<file path="config.mk">
export PLATFORM = sky130hd
export DESIGN_NAME = jump_physics
export DESIGN_NICKNAME = d
export VERILOG_FILES = /design/src/rtl/jump_physics.sv
export SDC_FILE = /design/constraint.sdc
export NUM_CORES = 1
export LEC_CHECK = 0
export ABC_AREA = 1
export CAP_MARGIN = 20
export CORE_ASPECT_RATIO = 1.5
export CORE_MARGIN = 5
export CORE_UTILIZATION = 41
export CTS_CLUSTER_DIAMETER = 60
export CTS_CLUSTER_SIZE = 12
export DETAILED_ROUTE_END_ITERATION = 12
export DONT_BUFFER_PORTS = 1
export PLACE_DENSITY = 0.59
export SKIP_CTS_REPAIR_TIMING = 1
export SYNTH_ARGS = -nofsm -noshare
export SYNTH_HDL_FRONTEND = slang
export SYNTH_SLANG_ARGS = --single-unit
</file>
<file path="constraint.sdc">
create_clock -name clk_jump -period 2.3 [get_ports clk_jump]
set_input_delay 0.23 -clock clk_jump [delete_from_list [all_inputs] [get_ports clk_jump]]
set_output_delay 0.23 -clock clk_jump [all_outputs]
set_load 0.01 [all_outputs]
</file>
<file path="src/rtl/jump_physics.sv">
// -----------------------------------------------------------------------------
// jump_physics
// Responder side of the jump handshake. When the game FSM raises i_jump_en the
// initial velocity is latched (saturated to 127) and a discrete ballistic arc
// is integrated once per physics tick. Height and distance stream out every
// cycle; on landing o_jump_done is raised and held until the FSM drops enable.
//
// Ports:
//   clk_jump       in   1  system clock
//   rst_jump       in   1  synchronous, active-high reset
//   i_jump_en      in   1  level jump request from the FSM
//   i_jump_v_init  in  11  initial velocity (values above 127 saturate)
//   o_jump_dist    out 11  dist_acc >> D_SHIFT
//   o_jump_height  out  9  h_acc >> H_SHIFT
//   o_jump_done    out  1  landing flag, held while i_jump_en stays high
//   o_airborne     out  1  high exactly while in flight
// -----------------------------------------------------------------------------
module jump_physics #(
  parameter int unsigned TICK_CYCLES = 98000,
  parameter int unsigned H_SHIFT     = 5,
  parameter int unsigned D_SHIFT     = 7
) (
  input  logic        clk_jump,
  input  logic        rst_jump,
  input  logic        i_jump_en,
  input  logic [10:0] i_jump_v_init,
  output logic [10:0] o_jump_dist,
  output logic [8:0]  o_jump_height,
  output logic        o_jump_done,
  output logic        o_airborne
);

  localparam int unsigned CW = (TICK_CYCLES > 1) ? $clog2(TICK_CYCLES) : 1;
  localparam logic [CW-1:0] TickLast = CW'(TICK_CYCLES - 1);

  typedef enum logic [1:0] {StIdle, StFly, StDone} state_t;

  state_t             r_state;
  logic [6:0]         r_v;
  logic signed [7:0]  r_vy;
  logic [12:0]        r_h;
  logic [14:0]        r_dist;
  logic [CW-1:0]      r_tick;
  logic [10:0]        r_dist_o;
  logic [8:0]         r_height_o;
  logic               r_done;
  logic               r_airborne;

  logic [6:0]         w_v_sat;
  logic [13:0]        w_h_sum;
  logic               w_land;
  logic               w_tick_last;
  logic [10:0]        w_dist_out;
  logic [8:0]         w_h_out;

  assign w_v_sat     = (i_jump_v_init > 11'd127) ? 7'd127 : i_jump_v_init[6:0];
  // Height plus signed vertical velocity in 14-bit two's complement.
  assign w_h_sum     = {1'b0, r_h} + {{6{r_vy[7]}}, r_vy};
  // Landing only on the way down, once the sum reaches zero or goes negative.
  assign w_land      = r_vy[7] && (w_h_sum[13] || (w_h_sum == 14'd0));
  assign w_tick_last = (r_tick == TickLast);
  assign w_dist_out  = 11'(r_dist >> D_SHIFT);
  assign w_h_out     = 9'(r_h >> H_SHIFT);

  always_ff @(posedge clk_jump) begin
    if (rst_jump) begin
      r_state    <= StIdle;
      r_v        <= '0;
      r_vy       <= '0;
      r_h        <= '0;
      r_dist     <= '0;
      r_tick     <= '0;
      r_dist_o   <= '0;
      r_height_o <= '0;
      r_done     <= 1'b0;
      r_airborne <= 1'b0;
    end else begin
      unique case (r_state)
        StIdle: begin
          // Outputs hold their last values while idle.
          if (i_jump_en) begin
            r_v        <= w_v_sat;
            r_vy       <= $signed({1'b0, w_v_sat});
            r_h        <= '0;
            r_dist     <= '0;
            r_tick     <= '0;
            r_state    <= StFly;
            r_airborne <= 1'b1;
          end
        end

        StFly: begin
          r_dist_o   <= w_dist_out;
          r_height_o <= w_h_out;
          if (!i_jump_en) begin
            // Abort has priority over a coincident physics tick.
            r_state    <= StIdle;
            r_airborne <= 1'b0;
          end else if (w_tick_last) begin
            r_tick <= '0;
            r_dist <= 15'(r_dist + {8'd0, r_v});
            if (w_land) begin
              r_h        <= '0;
              r_state    <= StDone;
              r_airborne <= 1'b0;
            end else begin
              r_h  <= w_h_sum[12:0];
              r_vy <= r_vy - 8'sd1;
            end
          end else begin
            r_tick <= r_tick + CW'(1);
          end
        end

        StDone: begin
          r_dist_o   <= w_dist_out;
          r_height_o <= 9'd0;
          // Done drops on the same edge that returns to idle.
          r_done     <= i_jump_en;
          if (!i_jump_en) begin
            r_state <= StIdle;
          end
        end

        default: begin
          r_state    <= StIdle;
          r_airborne <= 1'b0;
          r_done     <= 1'b0;
        end
      endcase
    end
  end

  assign o_jump_dist   = r_dist_o;
  assign o_jump_height = r_height_o;
  assign o_jump_done   = r_done;
  assign o_airborne    = r_airborne;

endmodule

</file>
### Yosys cells after proc, flatten, opt, wreduce, memory -nomap -nowiden

Cells that the tools add are included.

* reductions and logical operators: 14
* eq/ne operators: 10
* mux-type cells: 32
* bitwise logic cells: 1
* $add $sub $neg: 4
* $lt $le $gt $ge: 1

Operators by type and width (number)
* 13-bit 2-to-1 mux: 4
* 17-bit 2-to-1 mux: 3
* 15-bit 2-to-1 mux: 3
* 17-bit case mux with 2 select lines: 1
* 8-bit 2-to-1 mux: 4
* 15-bit case mux with 2 select lines: 1
* 13-bit case mux with 2 select lines: 1
* 9-bit case mux with 2 select lines: 1
* 17-bit by 1-bit adder with 17-bit output (second input constant): 1
* 17-bit equality test (second input constant): 1
* 8-bit case mux with 2 select lines: 1
* 15-bit by 7-bit adder with 15-bit output: 1
* 13-bit by 14-bit adder with 14-bit output: 1
* 14-bit logical NOT: 1
* 4-bit AND reduction: 3
* 11-bit by 7-bit > comparator with 1-bit output (second input constant): 1
* 2-bit 2-to-1 mux: 5
* 2-bit != test (second input constant): 5
* 8-bit by 2-bit subtractor with 8-bit output (second input constant): 1
* 7-bit 2-to-1 mux: 1
* 3-bit != test (second input constant): 2
* 2-bit case mux with 3 select lines: 1
* 5-bit AND reduction: 1
* 1-bit 2-to-1 mux: 4
* 12 further kinds: 14

* word-level logic and storage cells: 72
* bits in registers: 81

### Depth between registers and ports, before layout

Gate-level depths: netlist of the first run.

* word-level depth: 8
* depth in mapped cells: 20
* depth with buffers taken out: 20

### Worst setup path before layout of the first run

OpenSTA, ideal clock, no wires.

* path kind: reg2reg
* from: register r_vy[0]
* to: register r_h[8]
* period minus slack after synthesis: 2243 ps
* library setup time: 117 ps
* data required time: 2183 ps
* path buffers: 1
* cell stages (with the launch flop): 18
* slack: 57 ps
* data arrival time: 2127 ps
* cell sequence: dfxtp_1 ha_1 inv_1 fa_1 inv_1 nand3_1 nand2_2 nand2_1 nand2_1 nand2_1 nand2_1 nand2_1 nor2_1 nand3_1 nand2_1 nand2_2 buf_2 a22o_1

* cells in the longest elaborated chain, start to end: 8

RTL lines
* from (decl): RTL line 40 `logic signed [7:0] r_vy;`
* from (signal assigned): RTL line 83 `r_vy <= $signed({1'b0, w_v_sat});`
* from (signal assigned): RTL line 108 `r_vy <= r_vy - 8'sd1;`
* 13-bit by 14-bit adder with 14-bit output *: RTL line 58 `assign w_h_sum = {1'b0, r_h} + {{6{r_vy[7]}}, r_vy};`
* 14-bit logical NOT: RTL line 60 `assign w_land = r_vy[7] && (w_h_sum[13] || (w_h_sum == 14'd0));`
* 1-bit logical OR: RTL line 60
* 1-bit logical AND: RTL line 60
* 13-bit 2-to-1 mux *: RTL line 102 `if (w_land) begin`
* 13-bit 2-to-1 mux *: RTL line 99 `end else if (w_tick_last) begin`
* 13-bit 2-to-1 mux *: RTL line 95 `if (!i_jump_en) begin`
* 13-bit case mux with 2 select lines *: RTL line 78 `unique case (r_state)`
* to (signal assigned): RTL line 107 `r_h <= w_h_sum[12:0];`
* to (decl): RTL line 41 `logic [12:0] r_h;`

Mark *: on every way between the ends. The rest lies on a longest branch, timed or not. The select of a mux whose other input is x is not followed.
A chain may end at the register's enable or synchronous reset.

### Worst setup path after layout of the first run

* from: register r_h[0]
* to: register r_vy[4]

* cells in the longest elaborated chain, start to end: 6

RTL lines (RTL line)
* 13-bit by 14-bit adder with 14-bit output *: 58
* 14-bit logical NOT: 60
* 1-bit logical OR *: 60
* 1-bit logical AND *: 60
* 2-bit != test (no source line) *
* 5-bit AND reduction (no source line) *

Mark *: on every way between the ends. The rest lies on a longest branch, timed or not.

==> metrics, run 1 <==
clock network fraction of design power=23.2%; total of endpoints with negative setup slack in the final report=16; cell with the largest stage delay on the worst path=sky130_fd_sc_hd__fa_2; switching part of the total=41.9%; critical-path maximum fanout=4; largest vdd supply drop=0.000610 V; reg-to-reg slack, setup=-70 ps; Area growth, synth to finish=20.7%; worst slew margin relative to its limit=62.9%; final number of hold-violating endpoints=0; most repeated library cell on the critical path=sky130_fd_sc_hd__nand2_2; data required time at the worst endpoint=2520 ps; Final ANT Viol Nets=0; complex-gate fraction of the synthesized area=13.6%; Starting Density=41.8%; violated checks=setup timing; chain of cells forming the critical path=ha_4 > inv_2 > fa_2 > nand2_2 > a21oi_2 > nand3_1 > nor2_1 > nand3_1 > nor2_1 > nand3_1 > nand2_2 > nand3_2 > nand2_4 > buf_12 > nand2_2 > nand2_2 > a21oi_2; number of enable-type register cells in the synthesized netlist=0; proportion of layout cells with a drive suffix above 1=17.0%; grt ovf=0; predominant post-synthesis flop cell=sky130_fd_sc_hd__dfxtp_1; Routability Congestion=0.923; area after detailed placement=4980 um2; detailed-router iteration count before antenna repair=4; # port buffers=0; worst reg2reg path depth=17; terminating pin of the worst hold path=o_jump_done$_SDFFE_PP0N_; startpoint types=flip-flop; Finished Cell Area=5540 um2; fin. max-slew vios=0; maximum number of pins on one net before global-route repair=20; Root Buffer=sky130_fd_sc_hd__clkbuf_16; width of the die=96.4 um; worst hold-check path type=primary input to flip-flop; clk_skew=8.92 ps; Combinational Power Share=44.2%; main combinational cell family by area after synthesis=simple AND/OR/NAND/NOR gates; std cell rows=47; clock net sink count=80; via count=4474; cell depth of the worst min-delay path=2; Yosys warnings=0; Simple-Gate Fraction of Synth Area=32.9%; Crit Path Category=flip-flop to flip-flop; data arrival at the endpoint of the critical path=2580 ps; final cycle utilization of the critical path=103%; share of flip-flops with an asynchronous set or reset=0%; total global-route track usage=18.6%; CTS HTree Levels=3; post-synthesis share of cell area spent on full adders, half adders and majority gates=7.68%; number of global-route vias before repair=4242; Diodes inserted=0; Pint=3.66 mW; DRC marker count from the first detailed-route iteration=162; die height=140 um; routed length per instance=13.9 um; clock-pin slew reported for the worst setup and hold paths after clock tree synthesis=70 ps; # nets final=767; setup repair after global routing missed its margin=yes; Longest Clk Path Bufs=2; Placed Cells=855; P per Cell Area=1140 nW/um2; number of maximum-capacitance constraint violations=0; min Tclk post-route=2370 ps; total routed wirelength=12.2 mm; P_sw=2.64 mW; HPWL reported at the end of detailed placement=9.23 mm; global-route wire length before repair=19.8 mm; sort of element at the end of the critical path=flip-flop; non-filler cells, final=878; DRC Markers=0; slew at the pin closest to its max-slew limit=551 ps; combined area of all synthesized cells=4590 um2; leakage component of the power=2.50 nW; die area=13500 um2; average size of a mapped cell=6.71 um2; reg-to-reg startpoint=r_h[0]$_SDFFE_PP0P_; total clock buffers created by CTS=9; Core Footprint=11000 um2; Worst R2R End=r_vy[4]$_SDFFE_PP0P_; part of the Yosys area used for sequential elements=34.9%; mux cell area share after synthesis=0%; run status=complete, but fails checks; number of vias per cell=5.10; library cells used by synthesis=40; source of the worst hold timing path=i_jump_en; post-synthesis register bit count=80; TritonCTS clock tree=yes; fmax=423 MHz; antenna violations before repair=0; count of pins on the block boundary=36; sequential power share=32.5%; CP peak stage delay=550 ps; cell count after synthesis=685; source-to-sink clock delay at the later pin of the worst-skew pair=340 ps; Setup WS post-layout=-65.1 ps; synthesized-area fraction occupied by xor and xnor cells=1.53%
[layout by cell type, fill, tap and decap left out, types with 5 or more instances in the layout]
cell	netlist	routed
sky130_fd_sc_hd__inv_2	4	7
sky130_fd_sc_hd__dfxtp_1	80	76
sky130_fd_sc_hd__clkbuf_16	0	9
sky130_fd_sc_hd__a21oi_1	51	48
sky130_fd_sc_hd__nand4_1	15	15
sky130_fd_sc_hd__ha_1	25	21
sky130_fd_sc_hd__inv_1	84	79
sky130_fd_sc_hd__nand3_1	47	35
sky130_fd_sc_hd__nor3_1	11	11
sky130_fd_sc_hd__buf_6	1	5
sky130_fd_sc_hd__buf_4	4	38
sky130_fd_sc_hd__nor2_1	89	87
sky130_fd_sc_hd__nand3_2	1	13
sky130_fd_sc_hd__a22o_1	7	7
sky130_fd_sc_hd__xor2_1	5	5
sky130_fd_sc_hd__o21ai_0	47	46
sky130_fd_sc_hd__nand2_1	160	149
sky130_fd_sc_hd__nand2_2	6	14
[power groups by stage]
stage | combinational, mW | sequential [mW] | clock [mW]
after floorplan | 1.76 | 2.01 | 0
after global placement | 2.50 | 2.06 | 0
final | 2.79 | 2.05 | 1.47
after global routing | 3.13 | 2.10 | 1.56
after CTS | 2.56 | 2.04 | 1.50
after detailed placement | 2.55 | 2.06 | 0
[through the flow]
stage	utilization, %	setup WS, ps	hold WS (ps)	power, mW	TNS, ps
finish	50.4	-65.1	60.3	6.30	-481
global route	50.4	-193	74.3	6.78	-3460
CTS	48.0	-185	-60.1	6.10	-2770
detailed placement	45.3	-152	307	4.61	-2000
global placement	45.3	-86.1	304	4.56	-752
floorplan	-	56.6	299	3.78	0
[cell usage after synthesis, types with 5 or more instances]
| cell | count | area share (%) |
|---|---|---|
| sky130_fd_sc_hd__nor2_1 | 89 | 7.3 |
| sky130_fd_sc_hd__o21ai_0 | 47 | 5.1 |
| sky130_fd_sc_hd__nor3_1 | 11 | 1.2 |
| sky130_fd_sc_hd__a22o_1 | 7 | 1.3 |
| sky130_fd_sc_hd__nand2_1 | 160 | 13 |
| sky130_fd_sc_hd__buf_2 | 5 | 0.54 |
| sky130_fd_sc_hd__xor2_1 | 5 | 0.95 |
| sky130_fd_sc_hd__dfxtp_1 | 80 | 35 |
| sky130_fd_sc_hd__a21oi_1 | 51 | 5.6 |
| sky130_fd_sc_hd__nand2_2 | 6 | 0.82 |
| sky130_fd_sc_hd__ha_1 | 25 | 6.8 |
| sky130_fd_sc_hd__nand3_1 | 47 | 5.1 |
| sky130_fd_sc_hd__inv_1 | 84 | 6.9 |
| sky130_fd_sc_hd__nand4_1 | 15 | 2.0 |
| sky130_fd_sc_hd__clkbuf_1 | 7 | 0.57 |
[worst max-delay path by stage]
stage                               startpoint                    to
final                      r_h[0]$_SDFFE_PP0P_  r_vy[4]$_SDFFE_PP0P_
after global routing       r_h[0]$_SDFFE_PP0P_  r_vy[4]$_SDFFE_PP0P_
after CTS                 r_vy[0]$_SDFFE_PP0P_  r_vy[2]$_SDFFE_PP0P_
after detailed placement  r_vy[0]$_SDFFE_PP0P_  r_vy[5]$_SDFFE_PP0P_
after global placement    r_vy[0]$_SDFFE_PP0P_  r_vy[2]$_SDFFE_PP0P_
after floorplan           r_vy[0]$_SDFFE_PP0P_   r_h[8]$_SDFFE_PP0P_
[final cells by class]
type,count,area [um2]
Clock buffer,9,225
Clock inverter,7,80.1
Fill cell,1097,5450
Inverter,89,339
Multi-Input combinational cell,501,2740
Sequential cell,80,1610
Tap cell,147,184
Timing Repair Buffer,45,372
[critical path: cells and delay by family (launching register included)]
kind	cells	cell delay, ps
AND/OR/NAND/NOR	11	940
flip-flops	1	350
buffers and inverters	2	140
adder cells (fa/ha/maj)	2	690
AO/OA/AOI/OAI	2	120
[registers in the layout, indices dropped and copies added, names as in the netlist]
register       count
o_jump_height      8
r_tick            17
r_vy               8
o_airborne         1
r_h               13
r_state            2
r_dist            15
r_v                7
o_jump_dist        8
o_jump_done        1
[metal layers]
metal / GRT usage [%] / vias up / part of all wire (%)
li1: - / 2314 / -
met1: 22.1 / 2057 / 43
met2: 32.8 / 82 / 52
met3: 3.40 / 21 / 3.1
met4: 6.58 / 0 / 2.3
met5: 0 / - / 0
[kinds of logic (layout without fill, tap and decap cells)]
family	count (synthesis)	count (layout)
buffers and inverters	107	150
adder cells (fa/ha/maj)	27	27
AND/OR/NAND/NOR	347	347
other	1	4
XOR/XNOR	8	8
flip-flops	80	80
AO/OA/AOI/OAI	115	115
No activity file was read; power rests on OpenSTA's default activity.
==> run 2, diff against run 1 <==
--- a/config.mk
+++ b/config.mk
@@ -9,12 +9,12 @@
 export CAP_MARGIN = 20
 export CORE_ASPECT_RATIO = 1.5
 export CORE_MARGIN = 5
-export CORE_UTILIZATION = 41
+export CORE_UTILIZATION = 58
 export CTS_CLUSTER_DIAMETER = 60
 export CTS_CLUSTER_SIZE = 12
 export DETAILED_ROUTE_END_ITERATION = 12
 export DONT_BUFFER_PORTS = 1
-export PLACE_DENSITY = 0.59
+export PLACE_DENSITY = 0.78
 export SKIP_CTS_REPAIR_TIMING = 1
 export SYNTH_ARGS = -nofsm -noshare
 export SYNTH_HDL_FRONTEND = slang
==> run 2 against run 1 <==
The flow still finishes with violations (setup timing); combinational power is 6% lower; total power is 2.4% lower; critical path depth is 3 lower; sequential power hardly changed; via count is 0.76% higher; die area is 27% lower; largest power group unchanged.
==> metrics, run 2 (synthesized netlist as in run 1, its figures left out) <==
worst slew margin relative to its limit=66.0%; footprint of the multi-input gates=2630 um2; CP peak stage delay=530 ps; post-route core utilization=68.8%; number of maximum-capacitance constraint violations=0; slew at the pin closest to its max-slew limit=505 ps; HPWL reported at the end of detailed placement=8.71 mm; clock net sink count=80; final cycle utilization of the critical path=105%; worst hold-check path type=primary input to flip-flop; reg-to-reg startpoint=r_vy[0]$_SDFFE_PP0P_; reg-to-reg slack, setup=-110 ps; # nets final=754; Area growth, synth to finish=14.7%; clock-pin slew reported for the worst setup and hold paths after clock tree synthesis=60 ps; die height=119 um; area after detailed placement=4850 um2; TritonCTS clock tree=yes; Crit Path Category=flip-flop to flip-flop; grt ovf=0; Worst Hold Slack=76.1 ps; Finished Cell Area=5270 um2; number of buffers and inverters on the critical path=2; CTS HTree Levels=3; data arrival at the endpoint of the critical path=2640 ps; proportion of layout cells with a drive suffix above 1=12.3%; final number of hold-violating endpoints=0; Final ANT Viol Nets=0; number of filler instances in the final layout=666; startpoint types=flip-flop; cell with the largest stage delay on the worst path=sky130_fd_sc_hd__fa_2; largest vdd supply drop=0.000892 V; antenna violations before repair=0; critical-path maximum fanout=5; Diodes inserted=0; terminating pin of the worst hold path=o_jump_done$_SDFFE_PP0N_; leading cell type in the layout, fill and taps excluded=sky130_fd_sc_hd__nand2_1; cell depth of the worst min-delay path=2; leakage component of the power=2.43 nW; DRC Markers=0; sort of element at the end of the critical path=flip-flop; total routed wirelength=11.7 mm; width of the die=82.7 um; count of pins on the block boundary=36; family of cells with the greatest summed delay on the critical path=simple AND/OR/NAND/NOR gates; Root Buffer=sky130_fd_sc_hd__clkbuf_16; via count=4508; launch point of the worst path=r_vy[0]$_SDFFE_PP0P_; violated checks=setup timing; data required time at the worst endpoint=2530 ps; Reg with most FFs=r_tick; Routability Congestion=0.921; Worst R2R End=r_h[8]$_SDFFE_PP0P_; placement-stage worst setup slack=-127 ps; setup repair after global routing missed its margin=yes; number of vias per cell=5.50; FF/Latch Area=1600 um2; run status=complete, but fails checks; die area=9840 um2; maximum number of pins on one net before global-route repair=20; routed length per instance=14.2 um; Starting Density=60.0%; min Tclk post-route=2410 ps; Setup WS post-layout=-106 ps; # port buffers=0; number of global-route vias before repair=4308; clk_skew=7.24 ps; total of endpoints with negative setup slack in the final report=24; number of flip-flops under the largest register name=17; global-route wire length before repair=19.6 mm; chain of cells forming the critical path=ha_4 > inv_2 > fa_2 > nand2_2 > a21oi_2 > nand3_1 > nor2_1 > nand3_1 > nor2_1 > nand3_1 > nand2_2 > nand2_2 > buf_4 > a22o_1; worst reg2reg path depth=14; detailed-router iteration count before antenna repair=6; total clock buffers created by CTS=9; total global-route track usage=25.2%; fmax=416 MHz; most used cells in the layout excluding fill and tap cells=158 x sky130_fd_sc_hd__nand2_1, 87 x sky130_fd_sc_hd__nor2_1, 80 x sky130_fd_sc_hd__inv_1; Core Footprint=7660 um2; source of the worst hold timing path=i_jump_en; largest registers=r_tick (17), r_dist (15), r_h (13); DRC marker count from the first detailed-route iteration=375; std cell rows=39; source-to-sink clock delay at the later pin of the worst-skew pair=340 ps; Longest Clk Path Bufs=2; P per Cell Area=1170 nW/um2; fin. max-slew vios=0
[run 2: final cells by class]
| class | instances | area share [%] |
|---|---|---|
| repair buffers | 32 | 4.82 |
| clock inverters | 6 | 1.38 |
| clock buffers | 10 | 4.54 |
| multi-input cells | 501 | 50.0 |
| well taps | 102 | 2.42 |
| inverters | 89 | 6.39 |
| flip-flops and latches | 80 | 30.5 |
[run 2: power breakdown]
| group | internal [mW] | switching, mW |
|---|---|---|
| Combinational | 0.954 | 1.67 |
| Sequential | 1.73 | 0.323 |
| Clock | 0.883 | 0.594 |
| Total | 3.57 | 2.58 |
[run 2: worst max path at each step]
stage / cells after the start / endpoint / slack, ps
after CTS: 20 / r_vy[6]$_SDFFE_PP0P_ / -150
after global placement: 20 / r_vy[5]$_SDFFE_PP0P_ / -1
after detailed placement: 20 / r_vy[6]$_SDFFE_PP0P_ / -130
after floorplan: 17 / r_h[8]$_SDFFE_PP0P_ / 60
after global routing: 17 / r_vy[5]$_SDFFE_PP0P_ / -380
final: 14 / r_h[8]$_SDFFE_PP0P_ / -110
[run 2: routing by layer]
metal	global-route usage, %	vias to the layer above	share of wire, %
li1	-	2287	-
met1	30.2	2077	41
met2	43.0	115	52
met3	4.61	29	4.0
met4	10.7	0	2.6
met5	0	-	0
[run 2: per-stage QoR]
| step | setup TNS, ps | cells | total power, mW |
|---|---|---|---|
| final | -1480 | 820 | 6.16 |
| after global placement | -2.22 | 800 | 4.44 |
| after detailed placement | -1050 | 800 | 4.52 |
| after global routing | -7490 | 820 | 6.65 |
| after CTS | -1330 | 816 | 6.02 |
| after floorplan | 0 | 688 | 3.78 |
